$ cat config.mk
export PLATFORM = sky130hd
export DESIGN_NAME = key_onehot_capture
export DESIGN_NICKNAME = d
export VERILOG_FILES = /design/src/rtl/key_capture_pkg.sv /design/src/rtl/sync_2ff.sv /design/src/rtl/key_onehot_capture.sv
export SDC_FILE = /design/constraint.sdc
export NUM_CORES = 1
export LEC_CHECK = 0
export ABC_AREA = 1
export CORE_MARGIN = 8
export CORE_UTILIZATION = 30
export DETAILED_ROUTE_END_ITERATION = 12
export GPL_TIMING_DRIVEN = 0
export PLACE_DENSITY = 0.5
export SLEW_MARGIN = 20
export SYNTH_ARGS = -nofsm -noshare
export SYNTH_HDL_FRONTEND = slang
export SYNTH_HIERARCHICAL = 1
export SYNTH_SLANG_ARGS = --single-unit
$ cat constraint.sdc
create_clock -name clk -period 3.72 [get_ports clk]
set_input_delay 1.116 -clock clk [delete_from_list [all_inputs] [get_ports clk]]
set_output_delay 1.116 -clock clk [all_outputs]
set_load 0.05 [all_outputs]
$ cat src/rtl/key_capture_pkg.sv
// Shared types and constants for the key capture front end: state encoding,
// key vector width, reset values and a one-hot test.
package key_capture_pkg;

  localparam int KEY_W = 8;

  localparam logic [2:0] ST_IDLE     = 3'd0;
  localparam logic [2:0] ST_DEBOUNCE = 3'd1;
  localparam logic [2:0] ST_PRESS    = 3'd2;
  localparam logic [2:0] ST_HOLD     = 3'd3;
  localparam logic [2:0] ST_RELEASE  = 3'd4;

  typedef enum logic [2:0] {
    IDLE     = ST_IDLE,
    DEBOUNCE = ST_DEBOUNCE,
    PRESS    = ST_PRESS,
    HOLD     = ST_HOLD,
    RELEASE  = ST_RELEASE
  } state_t;

  localparam logic [KEY_W-1:0] ONEHOT_RST = '0;
  localparam logic             VALID_RST  = 1'b0;
  localparam logic [KEY_W-1:0] CAND_RST   = '0;

  // Exactly one bit set; zero and multi-key vectors are rejected.
  function automatic logic is_onehot(input logic [KEY_W-1:0] v);
    return (v != '0) && ((v & (v - 1'b1)) == '0);
  endfunction

endpackage

$ cat src/rtl/sync_2ff.sv
// Two-flop synchroniser for a bus of independent asynchronous lines,
// synchronous reset to zero.
module sync_2ff #(
  parameter int WIDTH = 1
) (
  input  logic             clk,
  input  logic             rst,
  input  logic [WIDTH-1:0] d,
  output logic [WIDTH-1:0] q
);

  logic [WIDTH-1:0] meta;

  always_ff @(posedge clk) begin
    if (rst) begin
      meta <= '0;
      q    <= '0;
    end else begin
      meta <= d;
      q    <= meta;
    end
  end

endmodule

$ cat src/rtl/key_onehot_capture.sv
// Debounced single-key capture feeding the 8-to-3 encoder (onehot_out -> d,
// valid -> enable). Optional auto-repeat while held: define KEY_AUTO_REPEAT_EN.
module key_onehot_capture
  import key_capture_pkg::*;
#(
  parameter int DEBOUNCE_CYCLES = 1000000,
  parameter int REPEAT_CYCLES   = 50000000
) (
  input  logic             clk,
  input  logic             rst,
  input  logic [KEY_W-1:0] key_in,
  output logic [KEY_W-1:0] onehot_out,
  output logic             valid,
  output logic             key_held
);

  localparam int             CNT_W    = $clog2(DEBOUNCE_CYCLES + 1);
  localparam logic [CNT_W-1:0] CNT_LAST = CNT_W'(DEBOUNCE_CYCLES - 1);

  if (DEBOUNCE_CYCLES < 2 || REPEAT_CYCLES < 2) begin : g_param_check
    $error("key_onehot_capture: DEBOUNCE_CYCLES and REPEAT_CYCLES must be >= 2");
  end

  state_t           state;
  logic [KEY_W-1:0] key_s;
  logic [KEY_W-1:0] cand;
  logic [CNT_W-1:0] cnt;
  logic             rpt_fire;

  sync_2ff #(.WIDTH(KEY_W)) u_sync (
    .clk (clk),
    .rst (rst),
    .d   (key_in),
    .q   (key_s)
  );

`ifdef KEY_AUTO_REPEAT_EN
  localparam int               RPT_W    = $clog2(REPEAT_CYCLES);
  localparam logic [RPT_W-1:0] RPT_LAST = RPT_W'(REPEAT_CYCLES - 1);

  logic [RPT_W-1:0] rpt;

  assign rpt_fire = (state == HOLD) && (key_s == onehot_out) && (rpt == RPT_LAST);

  // Held at zero outside HOLD so every entry starts a fresh period; a foreign
  // key pattern during HOLD freezes it.
  always_ff @(posedge clk) begin
    if (rst || state != HOLD || key_s == '0) begin
      rpt <= '0;
    end else if (key_s == onehot_out) begin
      rpt <= rpt_fire ? '0 : rpt + RPT_W'(1);
    end
  end
`else
  assign rpt_fire = 1'b0;
`endif

  always_ff @(posedge clk) begin
    if (rst) begin
      state      <= IDLE;
      cand       <= CAND_RST;
      cnt        <= '0;
      onehot_out <= ONEHOT_RST;
      valid      <= VALID_RST;
    end else begin
      valid <= 1'b0;
      case (state)
        IDLE: begin
          if (is_onehot(key_s)) begin
            cand  <= key_s;
            cnt   <= CNT_W'(1);
            state <= DEBOUNCE;
          end
        end
        DEBOUNCE: begin
          if (key_s != cand)         state <= IDLE;
          else if (cnt == CNT_LAST)  state <= PRESS;
          else                       cnt   <= cnt + CNT_W'(1);
        end
        PRESS: begin
          onehot_out <= cand;
          valid      <= 1'b1;
          state      <= HOLD;
        end
        HOLD: begin
          if (key_s == '0) begin
            cnt   <= CNT_W'(1);
            state <= RELEASE;
          end else if (rpt_fire) begin
            valid <= 1'b1;
          end
        end
        RELEASE: begin
          if (key_s != '0)           state <= HOLD;
          else if (cnt == CNT_LAST)  state <= IDLE;
          else                       cnt   <= cnt + CNT_W'(1);
        end
        default: state <= IDLE;
      endcase
    end
  end

  assign key_held = (state == HOLD) || (state == RELEASE);

endmodule

==> flow_summary.yaml <==
setup_path:
  cp_slowest_cell: "clkdlybuf4s50_1"
  reg2reg_depth: 7
  critPathMaxFanout: 5
  cp-end-kind: "output pin"
  cp_cell_sequence: "nand2_1, nor2_1, inv_1, nand2_1, clkdlybuf4s50_1"
  cp-start-kind: "flip-flop"
  r2r_slack_ns: 1.87
  cp.arrival_ns: 1.96
  cpMostUsedCell: "nand2_1"
  rr_endpoint: "cand[6]"
  cpPeakStageDelay_ns: 0.81
  crit_type: "reg -> out"
  reg2reg_from: "state[0]"
  cp_data_required_time_ns: 2.60
sta:
  period_share_pct: 82.6
  fin_ws_ns: 0.648
  fin_crit_ns: 3.07
  tightestPinTransition_ns: 0.542
  clock.fmax_ghz: 0.326
  slew_violations: 0
  setup_viol: 0
  fin_setup_tns_ns: 0
  timing.hold.ws_ns: 0.406
  rsz0062_at_grt: "false"
  relSlewSlack_pct: 63.8
  worst_clock_skew_ns: 0.0117
  hold_violations: 0
floorplan:
  rows: 36
  initial_core_util_pct: 30.5
  ios: 20
  die_h_um: 115
  core_region_area_um2: 9680
  dieArea_um2: 13300
  fp.dieW_um: 115
synth:
  synthAdderAreaFrac_pct: 0.424
  syn_inst: 447
  netlist_area_um2: 2950
  ys_seq_area_share_pct: 38.0
  yosysWarnings: 6
  synth_cell_types: 29
  synth_edf_count: 0
  syn_area_per_cell_um2: 6.60
  synth_mux_area_share_pct: 0
  synth-simple-area-share_pct: 38.4
  synth_nets: 458
  synth_area_leaders: "dfxtp_1 38%, nand2_1 15%, nor2_1 9.2%"
  synth_xor_area_share_pct: 3.26
  synth_compound_area_share_pct: 9.20
  synth-main-ff-cell: "dfxtp_1"
  yosys.area.top_type_share_pct: 38.0
  ys_ff_latch: 56
  synth-async-reset-ratio_pct: 0
  synth_top_family_by_area: "simple AND/OR/NAND/NOR gates"
  synth.largest_area_cell: "dfxtp_1"
worst_hold_path:
  hold_start: "u_sync/meta[5]"
  hp-class: "reg -> reg"
  hold_end: "u_sync/q[5]"
  min_path_cells: 2
clocking:
  ctsHtreeMaxLevel: 2
  clkTransAtPathRegs_ns: 0.11
  cts_tree: "done"
  cts_root_buffer: "clkbuf_8"
  clock_latency_ns: 0.32
  ctsHoldBuffers: 0
  clkSinkCount: 56
  cts_resized: 0
  cts_buffers: 5
  cts_max_path_buffers: 2
  post_cts_buffers: 0
power:
  internal_power_uw: 1100
  p_seq_share_pct: 37.2
  p_clk_share_pct: 18.2
  netSwitchingFraction_pct: 43.6
  leakage_uw: 0.00126
  powerDensity_nw_per_um2: 573
  peakVddDrop_uv: 214
  combPwrFrac_pct: 44.6
  p_switching_uw: 849
global_route:
  met1_usage_pct: 13.2
  grt_pass1_vias: 2670
  track_usage_pct: 11.3
  grt.overflow.total: 0
  grt_max_degree: 19
  grt_pass1_wl_um: 12200
  antenna_found_initial: 0
  busiest_layer: "met2"
  grtUsageMet3_pct: 2.47
  grt.met2_usage_pct: 20.2
cells_and_area:
  utilization_pct: 35.1
  layout.nets: 484
  layout_common_cells: "117 x nand2_1, 72 x nor2_1, 56 x dfxtp_1"
  insertedDiodeCount: 0
  fill_cells: 1108
  area_growth_syn_to_layout_pct: 15.1
  final_common_cell: "nand2_1"
  stdcell_count: 607
  layout-drive-gt1-share_pct: 9.07
place:
  gp_congestion: 0.862
  dp_slack_ns: 1.01
  dp_cells: 599
  port_buffers: 19
  dpl.hpwl_um: 5260
detailed_routing:
  ant_nets: 0
  drtPass1Iterations: 4
  wl_per_cell_um: 11.5
  wl_um: 6960
  drtIter0Drc: 126
  vias_per_cell: 4.44
  drc: 0
  vias: 2693
status:
  outcome: "complete, no violations"
job:
  cap_violations: 0
## cells in the mapped netlist, types with 2 or more instances
cell type,n
nor2_4,3
nor2_2,9
nor3b_1,2
a21oi_1,39
nand3_2,2
o21ai_0,9
nand2_2,5
nor2_1,72
nand4_1,3
inv_1,49
xor2_1,8
nand2_1,117
inv_2,5
xnor2_1,3
buf_6,6
clkbuf_1,5
nand3b_1,2
nand3_1,42
dfxtp_1,56
## area by class of cell
| type | instances | area (µm²) | share of cell area [%] |
|---|---|---|---|
| clock buffers | 5 | 68.8 | 2.03 |
| clock inverters | 3 | 21.3 | 0.626 |
| inverters | 54 | 203 | 5.96 |
| multi-input cells | 323 | 1510 | 44.6 |
| well taps | 133 | 166 | 4.90 |
| flip-flops and latches | 56 | 1120 | 33.0 |
| plain buffers | 14 | 114 | 3.35 |
| repair buffers | 19 | 190 | 5.60 |
## routing by layer
metal / vias to the layer above / part of all wire, %
li1: 1440 / -
met2: 33 / 49
met3: 7 / 3.0
met1: 1213 / 47
met5: - / 0
met4: 0 / 0.85
## flip-flops by register name, indices dropped and copies added, names as in the netlist
signal       count
cnt             20
state            3
onehot_out       8
u_sync/meta      8
cand             8
u_sync/q         8
valid            1
## worst max-delay path by stage
| stage | startpoint | endpoint | slack (ns) | cells past startpoint |
|---|---|---|---|---|
| 4_1_cts | state[0] | key_held | 0.62 | 5 |
| 6_report | state[0] | key_held | 0.65 | 5 |
| 3_3_place_gp | state[0] | key_held | 0.98 | 5 |
| 3_5_place_dp | state[0] | key_held | 1.01 | 5 |
| 2_1_floorplan | state[0] | key_held | 1.65 | 4 |
| 5_1_grt | state[0] | key_held | 0.49 | 5 |
## power by group through the flow
stage / combinational, µW / sequential [µW] / clock (µW)
after floorplan: 650 / 751 / 0
after global placement: 880 / 739 / 0
after detailed placement: 884 / 739 / 0
after CTS: 885 / 726 / 369
after global routing: 986 / 737 / 392
final: 869 / 724 / 355
## kinds of logic (layout without fill, tap and decap cells)
group / Yosys count / in the layout
adder cells (fa/ha/maj): 1 / 1
flip-flops: 56 / 56
XOR/XNOR: 11 / 11
buffers and inverters: 68 / 95
AND/OR/NAND/NOR: 260 / 260
AO/OA/AOI/OAI: 51 / 51
## per-stage QoR
step | cell area, µm² | power (µW)
after global routing | 3400 | 2110
final | 3400 | 1950
after floorplan | 2950 | 1400
after detailed placement | 3310 | 1620
after CTS | 3400 | 1980
after global placement | 3310 | 1620
## worst max-delay path, delay by kind of cell, from the launching register on
| family | cells | cell delay [ns] |
|---|---|---|
| AND/OR/NAND/NOR | 3 | 0.32 |
| buffers and inverters | 2 | 0.88 |
| flip-flops | 1 | 0.43 |
(Power assumes the default switching activity.)
